$ cat src/rtl/dzcpu_useq.sv
// dzcpu microcode sequencer: opcode fetch, LUT dispatch, CB prefix hop,
// interrupt entry, memory-wait stalls and flow-length watchdog.
module dzcpu_useq #(
  parameter int                 UADDR_W      = 8,
  parameter logic [UADDR_W-1:0] INT_FLOW_IDX = 8'd175,
  parameter int                 MAX_FLOW_LEN = 32
) (
  input  logic               iClock,
  input  logic               iReset,
  input  logic [7:0]         iMop,
  input  logic               iMemWait,
  input  logic [2:0]         iUopFlow,
  input  logic               iUopJcb,
  input  logic               iUopMem,
  input  logic               iFlagZ,
  input  logic               iIme,
  input  logic               iIntReq,
  input  logic [UADDR_W-1:0] iLutIdx,
  input  logic [UADDR_W-1:0] iCbLutIdx,
  output logic [7:0]         oMop,
  output logic [UADDR_W-1:0] oUopAddr,
  output logic               oUopValid,
  output logic               oPcInc,
  output logic               oFlagsUpdate,
  output logic               oIntAck,
  output logic               oInstrDone,
  output logic               oSeqErr
);

  typedef enum logic [2:0] {
    S_FETCH,
    S_DISPATCH,
    S_EXEC,
    S_CBFETCH,
    S_CBDISPATCH,
    S_INT
  } state_t;

  localparam logic [7:0] CNT_LAST = 8'(MAX_FLOW_LEN - 1);

  state_t             state_q, state_d;
  logic [7:0]         mop_q, mop_d;
  logic [UADDR_W-1:0] addr_q, addr_d;
  logic [7:0]         cnt_q, cnt_d;
  logic               err_q, err_d;

  logic valid, pc_inc, flags_upd, int_ack, done;
  logic term;

  always_comb begin
    pc_inc    = 1'b0;
    flags_upd = 1'b0;
    term      = 1'b0;
    unique case (iUopFlow)
      3'd0: term = 1'b0;
      3'd1: pc_inc = 1'b1;
      3'd2: term = 1'b1;
      3'd3: begin pc_inc = 1'b1; term = 1'b1; end
      3'd4: begin pc_inc = 1'b1; term = iFlagZ; end
      3'd5: begin pc_inc = 1'b1; term = ~iFlagZ; end
      3'd6: begin flags_upd = 1'b1; term = 1'b1; end
      3'd7: begin
        pc_inc    = 1'b1;
        flags_upd = 1'b1;
        term      = 1'b1;
      end
      default: term = 1'b0;
    endcase
  end

  always_comb begin
    state_d = state_q;
    mop_d   = mop_q;
    addr_d  = addr_q;
    cnt_d   = cnt_q;
    err_d   = err_q;
    valid   = 1'b0;
    int_ack = 1'b0;
    done    = 1'b0;
    unique case (state_q)
      S_FETCH: begin
        if (!iMemWait) begin
          if (iIme && iIntReq) begin
            state_d = S_INT;
          end else begin
            mop_d   = iMop;
            state_d = S_DISPATCH;
          end
        end
      end
      S_DISPATCH: begin
        addr_d  = iLutIdx;
        cnt_d   = 8'd0;
        state_d = S_EXEC;
      end
      S_INT: begin
        int_ack = 1'b1;
        addr_d  = INT_FLOW_IDX;
        cnt_d   = 8'd0;
        state_d = S_EXEC;
      end
      S_EXEC: begin
        valid = ~(iMemWait & iUopMem);
        if (valid) begin
          if (term) begin
            done    = 1'b1;
            state_d = S_FETCH;
          end else if (cnt_q == CNT_LAST) begin
            done    = 1'b1;
            err_d   = 1'b1;
            state_d = S_FETCH;
          end else if (iUopJcb) begin
            cnt_d   = cnt_q + 8'd1;
            state_d = S_CBFETCH;
          end else begin
            addr_d = addr_q + UADDR_W'(1);
            cnt_d  = cnt_q + 8'd1;
          end
        end
      end
      S_CBFETCH: begin
        if (!iMemWait) begin
          mop_d   = iMop;
          state_d = S_CBDISPATCH;
        end
      end
      S_CBDISPATCH: begin
        addr_d  = iCbLutIdx;
        state_d = S_EXEC;
      end
      default: state_d = S_FETCH;
    endcase
  end

  always_ff @(posedge iClock) begin
    if (iReset) begin
      state_q <= S_FETCH;
      mop_q   <= 8'd0;
      addr_q  <= '0;
      cnt_q   <= 8'd0;
      err_q   <= 1'b0;
    end else begin
      state_q <= state_d;
      mop_q   <= mop_d;
      addr_q  <= addr_d;
      cnt_q   <= cnt_d;
      err_q   <= err_d;
    end
  end

  // strobes are suppressed in a reset cycle so an abandoned flow has no effect
  assign oUopValid    = valid & ~iReset;
  assign oPcInc       = valid & pc_inc & ~iReset;
  assign oFlagsUpdate = valid & flags_upd & ~iReset;
  assign oIntAck      = int_ack & ~iReset;
  assign oInstrDone   = done & ~iReset;
  assign oMop         = mop_q;
  assign oUopAddr     = addr_q;
  assign oSeqErr      = err_q;

endmodule
$ cat config.mk
export PLATFORM = sky130hd
export DESIGN_NAME = dzcpu_useq
export DESIGN_NICKNAME = d
export VERILOG_FILES = /design/src/rtl/dzcpu_useq.sv
export SDC_FILE = /design/constraint.sdc
export NUM_CORES = 1
export LEC_CHECK = 0
export BUFFER_PORTS_ARGS = -buffer_cell sky130_fd_sc_hd__buf_4
export CORE_MARGIN = 1
export CORE_UTILIZATION = 35
export CTS_CLUSTER_SIZE = 10
export DETAILED_ROUTE_END_ITERATION = 7
export HOLD_SLACK_MARGIN = 0.02
export SLEW_MARGIN = 10
export SYNTH_ARGS = -nofsm -noshare
export SYNTH_HDL_FRONTEND = slang
export SYNTH_SLANG_ARGS = --single-unit
export TNS_END_PERCENT = 100
$ cat constraint.sdc
create_clock -name iClock -period 4.25 [get_ports iClock]
set_clock_uncertainty 0.15 [all_clocks]
set_input_delay 0.85 -clock iClock [delete_from_list [all_inputs] [get_ports iClock]]
set_output_delay 0.85 -clock iClock [all_outputs]
set_load 0.02 [all_outputs]
-- Word level (Yosys, flattened, before mapping)
Cells that the tools add are included.
- add/subtract/negate cells: 2
- multiply operators: 0
- divide/modulo/power cells: 0
- magnitude comparators: 0
- equal/unequal tests: 21
- shifts and indexed selects: 0
- mux-type cells: 30
- bitwise gates (word level): 12
- reductions and logical operators: 15
- operator list (cell ; count):
    8-bit two-way mux ; 10
    8-bit one-hot mux with 2 select lines ; 2
    8-bit one-hot mux with 4 select lines ; 1
    3-bit two-way mux ; 7
    3-bit == test, second input constant ; 6
    8-bit by 1-bit adder with 8-bit output, second input constant ; 2
    4-bit AND reduction ; 4
    2-bit != test, second input constant ; 7
    3-bit by 2-bit == test with 1-bit output, second input constant ; 4
    3-bit one-hot mux with 4 select lines ; 1
    1-bit bitwise AND ; 8
    8-bit by 5-bit == test with 1-bit output, second input constant ; 1
    1-bit two-way mux ; 8
    3-bit by 1-bit == test with 1-bit output, second input constant ; 2
    5-bit AND reduction ; 1
    5-bit OR reduction ; 1
    4-bit != test, second input constant ; 1
    1-bit inverter ; 4
    2-bit nonzero test ; 2
    4-bit nonzero test ; 1
    2-bit OR reduction ; 2
    4-bit OR reduction ; 1
    3-bit logical NOT ; 1
    1-bit one-hot mux with 3 select lines ; 1
    2 further kinds ; 2
- flip-flop bits (word level): 28
- latch bits: 0
- bits in writable memories: 0
- ROM bits: 0
- bits of input ports: 35
- output and inout bits: 22
- logic and storage cells: 85
- memories: 0

-- Depth between registers and ports, before layout
- depth after elaboration: 7
- depth in mapped cells: 7

-- Worst setup path after synthesis
OpenSTA, ideal clock, no wires.
- kind: input port to output port
- start: in iMemWait
- end: out oFlagsUpdate
- arrival time: 1808 ps
- path slack: 1442 ps
- stages on the path: 4
- path buffers: 0
- cell sequence: and2_1 > or3_1 > inv_1 > and3_1
- cells in the longest elaborated chain, start to end: 5
- ends and longest elaborated chain (item ; RTL line ; RTL):
    from (decl) ; 11 ; input logic iMemWait,
    1-bit bitwise AND ; 103 ; valid = ~(iMemWait & iUopMem);
    1-bit inverter (no source line) ; - ;
    1-bit two-way mux ; 80 ; unique case (state_q)
    1-bit bitwise AND (2 in series) ; 154 ; assign oFlagsUpdate = valid & flags_upd & ~iReset;
    to (decl) ; 24 ; output logic oFlagsUpdate,
No other way between the ends.

-- Worst setup path after layout
- start: reg state_q[1]
- end: out oFlagsUpdate
- cells in the longest elaborated chain, start to end: 4
- ends and longest elaborated chain (item ; RTL line ; RTL):
    from (decl) ; 41 ; state_t state_q, state_d;
    from (signal assigned) ; 143 ; state_q <= state_d;
    3-bit by 2-bit == test with 1-bit output ; 80 ;
    1-bit two-way mux ; 80 ;
    1-bit bitwise AND (2 in series) ; 154 ;
No other way between the ends.

==> results.sh <==
export IMPL_run_status="finished clean"
export IMPL_finalSetupViolations=0
export IMPL_ctsHtreeMaxLevel=1
export IMPL_vdd_drop_max_mv=0.2809
export IMPL_clock_sink_count=28
export IMPL_criticalPathCategory="flop to output pin"
export IMPL_fp_dieW_um=69.04
export IMPL_total_gr_overflow=0
export IMPL_placed_cell_area_um2=2012
export IMPL_setup_bufs_post_cts=0
export IMPL_cts_inserted_buffers=3
export IMPL_yosysWarningCount=0
export IMPL_pin_count_of_the_biggest_net_entering_global_routing=26
export IMPL_max_slew_worst_pin_slew_ns=0.7855
export IMPL_critical_path_peak_fanout=14
export IMPL_clock_root_buffer="sky130_fd_sc_hd__clkbuf_8"
export IMPL_cp_slowest_stage_delay_ns=0.53
export IMPL_post_route_min_period_ns=3.139
export IMPL_top_level_ports=57
export IMPL_area_delta_synth_final_pct=32.46
export IMPL_grt_total_usage_pct=16.91
export IMPL_synth_top_cells_by_count="sky130_fd_sc_hd__dfxtp_1, sky130_fd_sc_hd__a21oi_1, sky130_fd_sc_hd__nand2_1, sky130_fd_sc_hd__nor2_1, sky130_fd_sc_hd__mux2i_1"
export IMPL_cp_arrival_ns=2.14
export IMPL_p_leak_nw=0.8836
export IMPL_fin_tns_setup_ns=0
export IMPL_synth_adder_area_share_pct=1.591
export IMPL_coreArea_um2=4324
export IMPL_maxCapViolations=0
export IMPL_drc=0
export IMPL_postLayoutCellArea_um2=2083
export IMPL_synth_sequential_area_ratio_pct=35.64
export IMPL_synth_most_common_cell="sky130_fd_sc_hd__dfxtp_1"
export IMPL_worst_hold_path_type="flop to flop"
export IMPL_post_cts_resized_instances=0
export IMPL_yosys_register_bits=28
export IMPL_port_buffers=56
export IMPL_synth_async_reset_ratio_pct=0
export IMPL_synthSimpleGateAreaFrac_pct=26.17
export IMPL_drtIter0Drc=114
export IMPL_timing_max_transition_violations_final=0
export IMPL_antenna_found_initial=0
export IMPL_global_route_wire_length_before_repair_um=6589
export IMPL_worst_skew_pair_late_latency_ns=0.28
export IMPL_placement_rows=24
export IMPL_cts_root_to_sink_buffers=2
export IMPL_fraction_of_synthesized_cell_area_in_xor_and_xnor_cells_pct=1.114
export IMPL_cts_hold_buffers=0
export IMPL_synthDominantCellAreaShare_pct=35.64
export IMPL_die_area_um2=4766
export IMPL_slew_limit_headroom_pct=47.40
export IMPL_post_synth_edffs=0
export IMPL_num_vias=1592
export IMPL_synthMuxAreaShare_pct=5.807
export IMPL_tritoncts="built"
export IMPL_wl_per_cell_um=13.52
export IMPL_clkSlewWorstSetupHoldPaths_ns=0.10
export IMPL_vias_per_cell=5.378
export IMPL_detail_route_first_pass_iterations=4
export IMPL_final_hold_violation_count=0
export IMPL_yosys_top_cells_area="sky130_fd_sc_hd__dfxtp_1, sky130_fd_sc_hd__a21oi_1, sky130_fd_sc_hd__mux2i_1, sky130_fd_sc_hd__nand2_1, sky130_fd_sc_hd__nor2_1"
export IMPL_starting_density_of_the_core_pct=36.37
export IMPL_max_freq_ghz=0.3185
export IMPL_drtAntennaViolNets=0
export IMPL_worst_setup_path_start_kind="flop"
export IMPL_crit_chain="or3b_1 > or3_1 > inv_1 > and3_1 > buf_4"
export IMPL_netlist_area_um2=1573
export IMPL_die_height_um=69.04
export IMPL_slowest_stage="sky130_fd_sc_hd__dfxtp_1"
export IMPL_synth_top_family_by_area="simple AND/OR/NAND/NOR gates"
export IMPL_yosys_most_used_dff="sky130_fd_sc_hd__dfxtp_1"
export IMPL_synth_net_count=231
export IMPL_synth_largest_area_cell="sky130_fd_sc_hd__dfxtp_1"
export IMPL_drive_above_1_share_pct=27.87
export IMPL_hpwlAfterDp_um=2947
export IMPL_synth_compound_area_share_pct=25.06
export IMPL_netlist_instances=194
export IMPL_place_gp_congestion=0.7897
export IMPL_avgSynthCellArea_um2=8.107
export IMPL_grt_setup_unrepaired="false"
export IMPL_p_total_w=0.0008202
export IMPL_nNetsFinal=282
export IMPL_fillCellCount=457
export IMPL_grt_pass1_vias=1363
export IMPL_final_cell_count_no_fill=296
export IMPL_critical_path_endpoint_type="output pin"
export IMPL_worstPathRequired_ns=3.25
export IMPL_placed_cells=292
export IMPL_diodes=0
export IMPL_post_route_period_util_pct=73.87
export IMPL_drt_wl_total_um=4002
export IMPL_p_per_area_nw_per_um2=393.7
export IMPL_yosysUniqueCellTypes=48
cell families after synthesis:
family | count (synthesis)
AO/OA/AOI/OAI | 58
XOR/XNOR | 2
AND/OR/NAND/NOR | 78
buffers and inverters | 17
multiplexers | 9
adder cells (fa/ha/maj) | 2
flip-flops | 28
placed cells by master (no fill, tap or decap), drive strengths merged, types with 2 or more instances in the layout:
cell type	n
a211oi	3
dfxtp	28
o221ai	4
a311oi	2
a211o	3
a21oi	21
o31ai	4
nand4	5
or4	4
a221oi	2
nand2	19
o21ai	7
nor2b	2
nor3	2
buf	56
nand2b	4
ha	2
nor2	19
o22ai	3
nand3	5
inv	7
nand3b	2
and3	3
mux2i	8
nor3b	2
or3	6
or3b	2
clkbuf	3
worst paths after layout:
path / start / to / slack, ns / cells after the start
setup reg to reg: state_q[1] / cnt_q[7] / 1.51 / 5
setup / recovery: state_q[1] / oFlagsUpdate / 1.11 / 5
hold / removal: oSeqErr / oSeqErr / 0.33 / 2
hold reg to reg: oSeqErr / oSeqErr / 0.33 / 2
report_power, final:
part	internal, W	total (W)	switching [W]
combinational	0.000123	0.000276	0.000152
sequential	0.000291	0.000330	0.0000389
clock	0.000126	0.000214	0.0000882
total	0.000541	0.000820	0.000279
metrics by stage:
step                util (%)  setup slack (ns)  hold slack, ns
CTS                    48.18             1.098          0.3316
global placement       46.53             1.380          0.3166
floorplan                  -             1.442          0.2965
finish                 48.18             1.111          0.3253
global route           48.18            0.9526          0.3543
detailed placement     46.53             1.372          0.3162
state kept, by name, indices dropped and copies added, names as in the netlist:
name and count:
oUopAddr 8, state_q 3, oSeqErr 1, oMop 8, cnt_q 8
final cells by class:
type,instances,area (um^2),share of cell area (%)
inverter,7,26.28,1.261
clock buffer,3,41.29,1.982
clock inverter,1,30.03,1.441
multi-input combinational,149,939.7,45.11
sequential,28,560.5,26.91
tap,52,65.06,3.123
timing repair buffer,56,420.4,20.18
critical path, delay by kind of cell (launching register included):
family / cells / cell delay, ns
flip-flops: 1 / 0.53
buffers and inverters: 2 / 0.23
AND/OR/NAND/NOR: 3 / 1.08
routing by layer:
metal / GRT usage [%] / part of all wire [%] / vias to the layer above
met5: 0 / 0 / -
met4: 5.215 / 1.1 / 0
met3: 4.240 / 5.9 / 4
met2: 24.06 / 42 / 50
met1: 24.80 / 51 / 723
li1: - / - / 815
Power figures use the tool's default switching activity.
